$ cat config.mk
export PLATFORM = sky130hd
export DESIGN_NAME = rr_arb_real
export DESIGN_NICKNAME = d
export VERILOG_FILES = /design/src/rtl/rr_arb_real.sv
export SDC_FILE = /design/constraint.sdc
export NUM_CORES = 1
export LEC_CHECK = 0
export BUFFER_PORTS_ARGS = -buffer_cell sky130_fd_sc_hd__buf_2
export CAP_MARGIN = 20
export CORE_ASPECT_RATIO = 0.8
export CORE_MARGIN = 1.5
export CORE_UTILIZATION = 38
export DETAILED_ROUTE_END_ITERATION = 16
export GPL_TIMING_DRIVEN = 0
export PLACE_DENSITY = 0.86
export REMOVE_ABC_BUFFERS = 1
export SYNTH_ARGS = -nofsm -noshare
export SYNTH_HDL_FRONTEND = slang
export SYNTH_SLANG_ARGS = --single-unit
$ cat constraint.sdc
create_clock -name clk -period 1.7 [get_ports clk]
set_input_delay 0.255 -clock clk [delete_from_list [all_inputs] [get_ports clk]]
set_output_delay 0.255 -clock clk [all_outputs]
set_load 0.05 [all_outputs]
$ cat src/rtl/rr_arb_real.sv
// Four-way round-robin arbiter feeding one registered fixed-point real output.
// Each input is realigned to the out format; a one-entry register with valid/ready holds the result.
module rr_arb_real #(
    parameter int in0_width    = 16,
    parameter int in0_exponent = -8,
    parameter int in1_width    = 16,
    parameter int in1_exponent = -8,
    parameter int in2_width    = 16,
    parameter int in2_exponent = -8,
    parameter int in3_width    = 16,
    parameter int in3_exponent = -8,
    parameter int out_width    = 16,
    parameter int out_exponent = -6
) (
    input  logic                        clk,
    input  logic                        rst,
    input  logic [3:0]                  req,
    input  logic signed [in0_width-1:0] in0,
    input  logic signed [in1_width-1:0] in1,
    input  logic signed [in2_width-1:0] in2,
    input  logic signed [in3_width-1:0] in3,
    output logic [3:0]                  gnt,
    output logic signed [out_width-1:0] out,
    output logic                        out_valid,
    input  logic                        out_ready
);

    // Positive shift moves left (zero fill); negative is an arithmetic right shift, flooring.
    function automatic logic signed [63:0] align(input logic signed [63:0] v, input int sh);
        if (sh >= 0)
            align = v <<< sh;
        else
            align = v >>> (-sh);
    endfunction

    logic signed [out_width-1:0] aligned [4];
    logic [1:0] last;
    logic [1:0] winner;
    logic [1:0] idx;
    logic       found;
    logic       accept;

    assign aligned[0] = out_width'(align(64'(in0), in0_exponent - out_exponent));
    assign aligned[1] = out_width'(align(64'(in1), in1_exponent - out_exponent));
    assign aligned[2] = out_width'(align(64'(in2), in2_exponent - out_exponent));
    assign aligned[3] = out_width'(align(64'(in3), in3_exponent - out_exponent));

    // Circular search starting just after the last granted requester.
    always_comb begin
        winner = '0;
        idx    = '0;
        found  = 1'b0;
        for (int k = 1; k <= 4; k++) begin
            idx = last + 2'(k);
            if (!found && req[idx]) begin
                found  = 1'b1;
                winner = idx;
            end
        end
    end

    assign accept = !rst && found && (!out_valid || out_ready);
    assign gnt    = accept ? (4'b0001 << winner) : 4'b0000;

    always_ff @(posedge clk or posedge rst) begin
        if (rst) begin
            out       <= '0;
            out_valid <= 1'b0;
            last      <= 2'd3;
        end else if (accept) begin
            out       <= aligned[winner];
            out_valid <= 1'b1;
            last      <= winner;
        end else if (out_ready) begin
            out_valid <= 1'b0;
        end
    end

endmodule

==> results of run 1 <==
-- worst paths after layout --
check                                     from                    end  slack, ns  depth (start not counted)
setup / recovery           last[1]$_DFFE_PP1P_                 gnt[0]      -0.32                          5
hold / removal                             rst  out_valid$_DFFE_PP0P_       0.13                          2
setup reg to reg           last[1]$_DFFE_PP1P_     out[0]$_DFFE_PP0P_      -0.15                          7
hold reg to reg            last[0]$_DFFE_PP1P_    last[0]$_DFFE_PP1P_       0.53                          2
max in group asynchronous                  rst     out[3]$_DFFE_PP0P_       1.13                          2
min in group clk                           rst  out_valid$_DFFE_PP0P_       0.26                          2
-- kinds of logic (layout without fill, tap and decap cells) --
group / Yosys count / count (layout)
buffers and inverters: 28 / 144
AOI/OAI and AO/OA: 49 / 49
DFF: 17 / 17
muxes: 14 / 14
and+or+nand+nor: 33 / 36
-- layout by cell type (no fill, tap or decap), types with 5 or more instances in the layout --
cell type / netlist / routed
a31oi_1: 14 / 8
buf_6: 3 / 9
buf_2: 1 / 78
mux2i_2: 0 / 5
a211oi_2: 22 / 23
inv_1: 15 / 15
buf_4: 2 / 28
mux2i_1: 14 / 6
dfrtp_1: 15 / 15
nor2_1: 18 / 17
-- Yosys cell counts --
cell type	n
a211oi_2	22
nor2_1	18
dfrtp_1	15
inv_1	15
a31oi_1	14
mux2i_1	14
a211oi_1	6
nand2b_1	4
buf_12	3
buf_6	3
clkbuf_1	3
a21o_1	2
buf_4	2
dfstp_2	2
a21bo_2	1
a21oi_1	1
a311o_2	1
and2_1	1
and3_1	1
and3_4	1
buf_2	1
inv_2	1
nand2_4	1
nor2_4	1
nor2b_1	1
nor3_1	1
nor3_4	1
nor3b_1	1
nor4_2	1
o21ai_1	1
o21bai_1	1
or2_0	1
-- power by group through the flow --
stage / clock (mW) / sequential [mW] / combinational, mW
after global placement: 0 / 0.627 / 1.35
after global routing: 0.339 / 0.649 / 2.13
final: 0.307 / 0.632 / 2.04
after detailed placement: 0 / 0.632 / 1.37
after CTS: 0.310 / 0.626 / 1.83
after floorplan: 0 / 1.12 / 0.541
-- per-layer routing --
metal  up-vias  global-route usage  routed length [um]
met1       747               0.293                2170
met4         0              0.0458                   8
met2        64               0.422                2600
met5         -                   0                   0
met3         2              0.0565                 293
li1        755                   -                   -
-- registers in the layout, summed over array words and instances, names as in the netlist --
register   flops
out_valid      1
last           2
out           14
-- critical path: stages (launching register included) --
cell     delay [ns]
dfstp_2        0.58
nor3b_1        0.06
a311o_2        0.38
buf_12         0.16
and3_1         0.17
buf_6          0.15
-- per-stage QoR --
step	cells	setup TNS, ns
global placement	254	-16.67
global route	302	-3.78
CTS	281	-2.10
finish	302	-2.69
detailed placement	254	-16.75
floorplan	129	-7.85
-- area by class of cell --
type,count,share of cell area
flip-flops and latches,17,0.171
multi-input cells,99,0.418
inverters,16,0.0240
clock buffers,4,0.0180
well taps,42,0.0210
repair buffers,124,0.348
-- timing repair --
item	in CTS	in global routing
endpoints found under the setup margin	20	19
buffers inserted	20	21
hold endpoints to repair	0	0
hold buffers	0	0
gates cloned	3	1
resized for setup	46	18
pin swaps	35	16
==> key figures, run 1 <==
Placement
  – Post-DP Area: approximately 1800 um^2
  – RePlAce Congestion: between 0.6 and 0.7
  – Detailed Place HPWL: 2470 um
  – Number of port buffers: 83
  – Placement Setup Slack: -1.07 ns

Global route
  – Total global-route track usage: 0.236
  – Initial antenna violation count: 0
  – Vias in the first global route: approximately 1600
  – First-pass GRT wire length: between 7000 and 8000 um
  – Pin count of the biggest net entering global routing: 19
  – Congestion Overflow GR: 0

Floorplan
  – FP Rows: 19
  – Core footprint: between 3000 and 4000 um^2
  – Overall die height: between 50 and 60 um
  – Die Width: 71.0 um
  – Io pins: around 90
  – Die Area: between 4000 and 5000 um^2
  – Initial Util: 0.403

Detailed routing
  – Via density: just over 5
  – Drt wl/cell: ~17 um
  – First-pass DRT Iterations: 4
  – Antenna-violating nets left: 0
  – DR vias: between 1500 and 2000
  – Detailed Route WL: 5070 um
  – DR DRC count: 0
  – DRT iter0 DRCs: 91

Clock network
  – CTS tree: yes
  – CTS Sinks: 17
  – Clock buffer depth: 2
  – Clock latency on the worst-skew pair: around 0.25 ns
  – H-tree depth: 1
  – Clock root buffer: clkbuf_8
  – Total CTS buffers: 3
  – Worst-path clk slew: approximately 0.070 ns

STA
  – Highest Clock Rate: 0.496 GHz
  – Slew at the pin with the worst max-slew slack: around 0.68 ns
  – Final min period: roughly 2 ns
  – Count of final setup violators: 18
  – Relative slew slack: 0.548
  – RSZ-0062 raised after global routing: true
  – PnR worst setup slack: -0.316 ns
  – Final Cycle Share: 1.19
  – Fin. max-slew vios: 0
  – Worst hold slack: ~0.13 ns
  – Final hold viol count: 0
  – Setup Skew: ~0.0043 ns

Flow run
  – Maxcap violations: 0

Final layout
  – Final Core Density: 0.716
  – Register area: 428 um^2
  – Fillers: around 270
  – Post-Layout Inst Area: 2500 um^2
  – Area occupied by multi-input gates: approximately 1000 um^2
  – Antenna Diode Count: 0
  – Final nets: ~330
  – Share of cells above drive strength 1: 0.715
  – P&R area growth vs syn: 77.8%

Synth
  – Synth Area in Adders: 0
  – Seq/Total Area, Yosys: 0.304
  – Mux cell area share after synthesis: 0.0996
  – Yosys cell types: 32
  – Top cell type's share of synthesized area: 0.267
  – Mapped Area: ~1400 um^2
  – Compound-Gate Fraction of Synth Area: 0.328
  – Largest family of logic cells by synthesized area: compound AO/OA/AOI/OAI gates
  – Xor/xnor share of the synthesized area: 0
  – Synthesis-stage register bit count: 17
  – Yosys top cell by area: dfrtp_1
  – Synth Area in Simple Gates: 0.137
  – Cells after Synth: 141
  – Ranking of synthesized cells by area: dfrtp_1 27%, a211oi_2 20%, mux2i_1 10%, a31oi_1 6.2%, nor2_1 4.8%
  – Syn avg cell area: 9.98 um^2
  – Synth warn: 0

Power and ir drop
  – Max VDD drop: 0.944 mV
  – Int Power: about 1.5 mW
  – Sw frac: 0.480
  – Clock power share: 0.103
  – Power Density: between 1000 and 1500 nW/um^2
  – Gate power share: 0.685
  – Flop pwr share: 0.212
  – Leakage: between 1 and 1.5 nW
  – Tot Pwr: just under 3 mW
  – Switching Power: between 1 and 1.5 mW

Setup path
  – Worst endpoint data arrival time: roughly 1.8 ns
  – Critical Path Fanout Max: 4
  – CP required: roughly 1.4 ns
  – Kind of critical path: reg2out
  – Worst setup EP type: output pin
  – Startpoint Class: register

Status
  – Run status: finished with violations
  – Failing checks: negative setup slack

Worst hold path
  – Hold WC Path Type: in2async
Power figures use the tool's default switching activity.
==> run 2: changes to the inputs <==
--- a/config.mk
+++ b/config.mk
@@ -8,12 +8,12 @@
 export BUFFER_PORTS_ARGS = -buffer_cell sky130_fd_sc_hd__buf_2
 export CAP_MARGIN = 20
 export CORE_ASPECT_RATIO = 0.8
-export CORE_MARGIN = 1.5
+export CORE_MARGIN = 8
 export CORE_UTILIZATION = 38
+export CTS_CLUSTER_DIAMETER = 200
 export DETAILED_ROUTE_END_ITERATION = 16
 export GPL_TIMING_DRIVEN = 0
 export PLACE_DENSITY = 0.86
-export REMOVE_ABC_BUFFERS = 1
 export SYNTH_ARGS = -nofsm -noshare
 export SYNTH_HDL_FRONTEND = slang
 export SYNTH_SLANG_ARGS = --single-unit
==> key figures, run 2 (synthesized netlist as in run 1, its figures left out) <==
Placement
  – Number of port buffers: 83 (unchanged)
  – RePlAce Congestion: 0.757 (+8.9%)
  – Placed Cells: 266 (+4.7%)
  – Detailed Place HPWL: 3500 um (+42%)

STA
  – Final min period: 2.01 ns (-0.00926 ns)
  – Slew at the pin with the worst max-slew slack: 0.757 ns (+0.0793 ns)
  – Count of final setup violators: 18 (unchanged)
  – Setup TNS: -3.47 ns (-0.782 ns)
  – Relative slew slack: 0.495 (-0.0529)
  – Setup Skew: 0.00763 ns (+0.00330 ns)
  – PnR worst setup slack: -0.307 ns (+0.00926 ns)
  – Fin. max-slew vios: 0 (unchanged)
  – Final hold viol count: 0 (unchanged)
  – RSZ-0062 raised after global routing: true
  – Final Cycle Share: 1.18 (-0.00545)
  – Highest Clock Rate: 0.498 GHz (+0.46%)

Detailed routing
  – Antenna-violating nets left: 0 (unchanged)
  – Detailed Route WL: 5230 um (+3.1%)
  – DR vias: 1517 (-3.3%)
  – First-pass DRT Iterations: 4 (unchanged)
  – DRT iter0 DRCs: 82 (-9.9%)
  – DR DRC count: 0 (unchanged)
  – Via density: 5.14 (-0.96%)
  – Drt wl/cell: 17.7 um (+5.6%)

Final layout
  – Antenna Diode Count: 0 (unchanged)
  – Fillers: 254 (-4.2%)
  – Area occupied by multi-input gates: 1010 um^2 (-3.9%)
  – Max FFs per register: 14 (unchanged)
  – Most common cell after layout, fill and taps aside: buf_2
  – Register area: 429 um^2 (+0.29%)
  – Commonest non-fill, non-tap cells in the layout: 80 x buf_2, 25 x a211oi_2, 19 x buf_4
  – Final nets: 325 (-2.1%)
  – Share of cells above drive strength 1: 0.715 (about the same)
  – Finished Layout Cells: 295 (-2.3%)
  – P&R area growth vs syn: 74.3%
  – Largest registers: out: 14 flops, last: 2 flops, out_valid: 1 flops
  – Final Core Density: 0.702 (-0.0140)
  – Register name with the most flops: out

Setup path
  – Critical Path Fanout Max: 7 (+3)
  – Crit-path max cell delay: 0.57 ns (about the same)
  – Worst endpoint data arrival time: 1.75 ns (about the same)
  – Most frequent CP cell: and3_4
  – Worst setup EP type: output pin
  – WP buf/inv: 2 (unchanged)
  – Crit-path cells: nand2b_4, a21bo_4, and3_4, buf_12, and3_4, buf_8
  – CP top delay family: flip-flops
  – Startpoint Class: register
  – CP required: 1.44 ns (about the same)
  – Kind of critical path: reg2out
  – Setup slack, reg-to-reg: -0.24 ns (-0.09 ns)
  – Slowest cell on crit path: dfstp_2

Floorplan
  – Core footprint: 3490 um^2 (unchanged)
  – Initial Util: 0.403 (unchanged)
  – FP Rows: 19 (unchanged)
  – Die Area: 5920 um^2 (+45%)
  – Io pins: 92 (unchanged)
  – Die Width: 84.0 um (+18%)
  – Overall die height: 70.4 um (+23%)

Synth
  – Net Count, Synth: between 200 and 250

Status
  – Failing checks: negative setup slack
  – Run status: finished with violations

Global route
  – Met3 usage: 0.0637 (+0.00719)
  – Grt met2 use: 0.276 (-0.146)
  – Vias in the first global route: 1560 (-0.57%)
  – M1 GR Usage: 0.186 (-0.107)
  – First-pass GRT wire length: 7840 um (+6.3%)
  – Total global-route track usage: 0.160 (-0.0757)
  – Congestion Overflow GR: 0 (unchanged)
  – Initial antenna violation count: 0 (unchanged)
  – Gr busiest metal: met2
  – Pin count of the biggest net entering global routing: 18 (-1)

Power and ir drop
  – Power Density: 1220 nW/um^2 (+2.2%)
  – Max VDD drop: 0.608 mV (-36%)
  – Tot Pwr: 2.98 mW (+0.17%)
  – Leakage: 1.13 nW (about the same)

Worst hold path
  – Hold WC Path Type: in2async

Clock network
  – CTS tree: yes
  – Clock latency on the worst-skew pair: 0.26 ns (about the same)
  – Clock root buffer: clkbuf_8
  – Hold buffer count at cts: 0 (unchanged)
  – Total CTS buffers: 3 (unchanged)
  – Worst-path clk slew: 0.08 ns (about the same)
  – Clock buffer depth: 2 (unchanged)
  – CTS Sinks: 17 (unchanged)
  – H-tree depth: 1 (unchanged)

Flow run
  – Maxcap violations: 0 (unchanged)
run 2: cell types whose count changed in the layout (fill, tap and decap cells not counted), sizes merged:
| cell | previous run | this run |
|---|---|---|
| nand2 | 2 | 1 |
| clkinv | 0 | 1 |
| buf | 124 | 117 |
| and3 | 4 | 2 |
| clkbuf | 4 | 6 |
run 2: repair_timing:
| action | in CTS | in global routing |
|---|---|---|
| pin swaps | 8 | 22 |
| gates cloned | 1 | 1 |
| setup endpoints to repair | 20 | 18 |
| resized for setup | 29 | 32 |
| setup buffers | 11 | 14 |
run 2: worst reg2reg max path: stages (launching register included):
cell and delay, ns:
dfstp_2 0.57, a21bo_4 0.24, and3_4 0.18, buf_6 0.11, buf_8 0.13, buf_12 0.13
clkbuf_16 0.15, a211oi_2 0.24, a211oi_2 0.07
run 2: layout make-up:
class	count	area share
inverter	16	0.0245
multi-input combinational	96	0.410
sequential	17	0.175
buffer	10	0.0479
clock inverter	1	0.00204
tap	42	0.0214
clock buffer	3	0.0168
timing repair buffer	110	0.302
run 2: stage by stage:
| step | hold WS [ns] | instance area (um^2) | setup WS (ns) |
|---|---|---|---|
| after CTS | 0.174 | 2190 | -0.359 |
| after floorplan | 0.180 | 1450 | -0.300 |
| after global routing | 0.210 | 2450 | -0.370 |
| after global placement | 0.432 | 1910 | -0.548 |
| after detailed placement | 0.458 | 1910 | -0.582 |
| final | 0.156 | 2450 | -0.307 |
run 2: final timing paths:
kind                                          to  cells after the start                 from
setup / recovery                          gnt[0]                      6  last[0]$_DFFE_PP1P_
min in group clk           out_valid$_DFFE_PP0P_                      2                  rst
setup reg to reg             out[10]$_DFFE_PP0P_                      8  last[1]$_DFFE_PP1P_
max in group asynchronous  out_valid$_DFFE_PP0P_                      2                  rst
hold reg to reg              last[0]$_DFFE_PP1P_                      2  last[0]$_DFFE_PP1P_
hold / removal                out[0]$_DFFE_PP0P_                      2                  rst
run 2: layer usage:
| metal | share of wire | up-vias |
|---|---|---|
| li1 | - | 738 |
| met4 | 0.0017 | 0 |
| met2 | 0.52 | 61 |
| met3 | 0.070 | 2 |
| met1 | 0.41 | 716 |
| met5 | 0 | - |
run 2: where the power goes:
part / internal [mW] / switching [mW]
clock network: 0.163 / 0.151
registers: 0.547 / 0.0800
logic: 0.857 / 1.18
total: 1.57 / 1.42
==> run 3: changes to the inputs <==
==> constraint.sdc (replaced) <==
create_clock -name clk -period 1.7 [get_ports clk]
set_input_delay 0.17 -clock clk [delete_from_list [all_inputs] [get_ports clk]]
set_output_delay 0.17 -clock clk [all_outputs]
set_load 0.05 [all_outputs]
==> key figures, run 3 (synthesized netlist as in run 1, its figures left out) <==
Placement
  – Placement Setup Slack: -0.497 ns (+0.0850 ns)
  – Post-DP Area: 1910 um^2 (unchanged)
  – RePlAce Congestion: 0.757 (unchanged)
  – Number of port buffers: 83 (unchanged)
  – Detailed Place HPWL: 3500 um (unchanged)

STA
  – PnR worst setup slack: -0.231 ns (+0.0765 ns)
  – Final Cycle Share: 1.14 (-0.0450)
  – RSZ-0062 raised after global routing: true
  – Relative slew slack: 0.503 (+0.00770)
  – Final min period: 1.93 ns (-0.0765 ns)
  – Setup TNS: -2.65 ns (+0.821 ns)
  – Worst hold slack: 0.0704 ns (-0.0859 ns)
  – Final hold viol count: 0 (unchanged)
  – Count of final setup violators: 18 (unchanged)
  – Slew at the pin with the worst max-slew slack: 0.745 ns (-0.0115 ns)
  – Setup Skew: 0.00538 ns (-0.00226 ns)
  – Highest Clock Rate: 0.518 GHz (+4.0%)
  – Fin. max-slew vios: 0 (unchanged)

Power and ir drop
  – Int Power: 1.52 mW (-3.0%)
  – Gate power share: 0.677 (-0.008)
  – Power Density: 1220 nW/um^2 (+0.55%)
  – Max VDD drop: 0.688 mV (+13%)
  – Flop pwr share: 0.215 (+0.005)
  – Switching Power: 1.39 mW (-1.8%)
  – Leakage: 1.10 nW (-3.0%)
  – Sw frac: 0.478 (+0.00294)
  – Clock power share: 0.108 (+0.003)

Detailed routing
  – Detailed Route WL: 5160 um (-1.4%)
  – DRT iter0 DRCs: 61 (-26%)
  – First-pass DRT Iterations: 4 (unchanged)
  – Via density: 5.29 (+2.8%)
  – DR DRC count: 0 (unchanged)
  – DR vias: 1538 (+1.4%)
  – Antenna-violating nets left: 0 (unchanged)
  – Drt wl/cell: 17.7 um (about the same)

Flow run
  – Maxcap violations: 0 (unchanged)

Global route
  – Total global-route track usage: 0.159 (-0.000722)
  – Initial antenna violation count: 0 (unchanged)
  – Congestion Overflow GR: 0 (unchanged)
  – First-pass GRT wire length: 7770 um (-0.88%)
  – Pin count of the biggest net entering global routing: 18 (unchanged)
  – Vias in the first global route: 1536 (-1.5%)

Floorplan
  – Io pins: 92 (unchanged)
  – Die Width: 84.0 um (unchanged)
  – Overall die height: 70.4 um (unchanged)
  – Core footprint: 3490 um^2 (unchanged)
  – FP Rows: 19 (unchanged)
  – Initial Util: 0.403 (unchanged)
  – Die Area: 5920 um^2 (unchanged)

Final layout
  – Commonest non-fill, non-tap cells in the layout: 81 x buf_2, 27 x a211oi_2, 19 x buf_4
  – P&R area growth vs syn: 69.2%
  – Final nets: 321 (-1.2%)
  – Final Core Density: 0.681 (-0.0208)
  – Most common cell after layout, fill and taps aside: buf_2
  – Max FFs per register: 14 (unchanged)
  – Post-Layout Inst Area: 2380 um^2 (-3.0%)
  – Antenna Diode Count: 0 (unchanged)
  – Share of cells above drive strength 1: 0.711 (-0.00457)
  – Register name with the most flops: out
  – Largest registers: out: 14 flops, last: 2 flops, out_valid: 1 flops

Setup path
  – Crit-path max cell delay: 0.57 ns (about the same)
  – Crit-path cells: nand2b_1, a21o_1, and3_4, buf_12, and3_4, buf_8
  – CP required: 1.53 ns (+0.09 ns)
  – Most frequent CP cell: and3_4
  – WP buf/inv: 2 (unchanged)
  – Critical Path Fanout Max: 7 (unchanged)
  – Worst endpoint data arrival time: 1.76 ns (about the same)
  – Kind of critical path: reg2out
  – Slowest cell on crit path: dfstp_2
  – Startpoint Class: register
  – CP top delay family: flip-flops
  – Worst setup EP type: output pin

Status
  – Run status: finished with violations
  – Failing checks: negative setup slack

Clock network
  – CTS Sinks: 17 (unchanged)
  – Worst-path clk slew: 0.07 ns (about the same)
  – Clock root buffer: clkbuf_8
  – Total CTS buffers: 3 (unchanged)
  – H-tree depth: 1 (unchanged)
  – CTS tree: yes
  – Clock latency on the worst-skew pair: 0.26 ns (about the same)
  – Clock buffer depth: 2 (unchanged)

Worst hold path
  – Hold WC Path Type: in2async

Synth
  – Net Count, Synth: 212 (unchanged)
-- run 3: cell types whose count changed in the layout (fill, tap and decap cells not counted), sizes merged --
cell / change
buf: -3
clkbuf: -1
-- run 3: area by class of cell --
class | instances | area (um^2)
buffer | 8 | 105
clock buffer | 3 | 41.3
clock inverter | 1 | 5.00
fill | 258 | 1110
inverter | 16 | 60.1
multi-input combinational | 96 | 987
sequential | 17 | 429
tap | 42 | 52.6
timing repair buffer | 108 | 701
-- run 3: timing repair --
item,CTS,global route
buffers inserted,10,14
pin swaps,8,17
setup endpoints to repair,20,18
resized for setup,26,26
gates cloned,0,2
hold buffers,0,0
-- run 3: routing by layer --
metal / global-route usage / up-vias / wire length, um
li1: - / 728 / -
met3: 0.0637 / 4 / 442
met4: 0.0268 / 0 / 25
met5: 0 / - / 0
met1: 0.191 / 735 / 2070
met2: 0.264 / 71 / 2610
-- run 3: worst paths after layout --
check                                    startpoint                     to  slack, ns  cells after the start
worst max-delay path            last[0]$_DFFE_PP1P_                 gnt[0]      -0.23                      6
max in group asynchronous                       rst  out_valid$_DFFE_PP0P_       1.11                      2
worst max register to register  last[0]$_DFFE_PP1P_     out[4]$_DFFE_PP0P_      -0.17                      8
min in group clk                                rst  out_valid$_DFFE_PP0P_       0.15                      2
worst min register to register  last[0]$_DFFE_PP1P_    last[0]$_DFFE_PP1P_       0.54                      2
worst min-delay path                            rst     out[1]$_DFFE_PP0P_       0.07                      2
-- run 3: worst reg2reg max path: cells and delay by family, from the launching register on --
family	cells	cell delay (ns)
flops	1	0.57
simple gates	2	0.33
buf+inv	3	0.40
compound gates	2	0.23
mux	1	0.23
-- run 3: metrics by stage --
| step | power, mW | cells |
|---|---|---|
| finish | 2.91 | 291 |
| global placement | 2.16 | 266 |
| global route | 3.06 | 291 |
| floorplan | 1.83 | 141 |
| detailed placement | 2.19 | 266 |
| CTS | 2.67 | 278 |
-- run 3: power by group through the flow --
stage                     clock (mW)  combinational [mW]  sequential, mW
after floorplan                    0               0.773            1.06
after global placement             0                1.54           0.624
after detailed placement           0                1.56           0.629
after CTS                      0.327                1.72           0.622
after global routing           0.346                2.07           0.643
final                          0.315                1.97           0.625
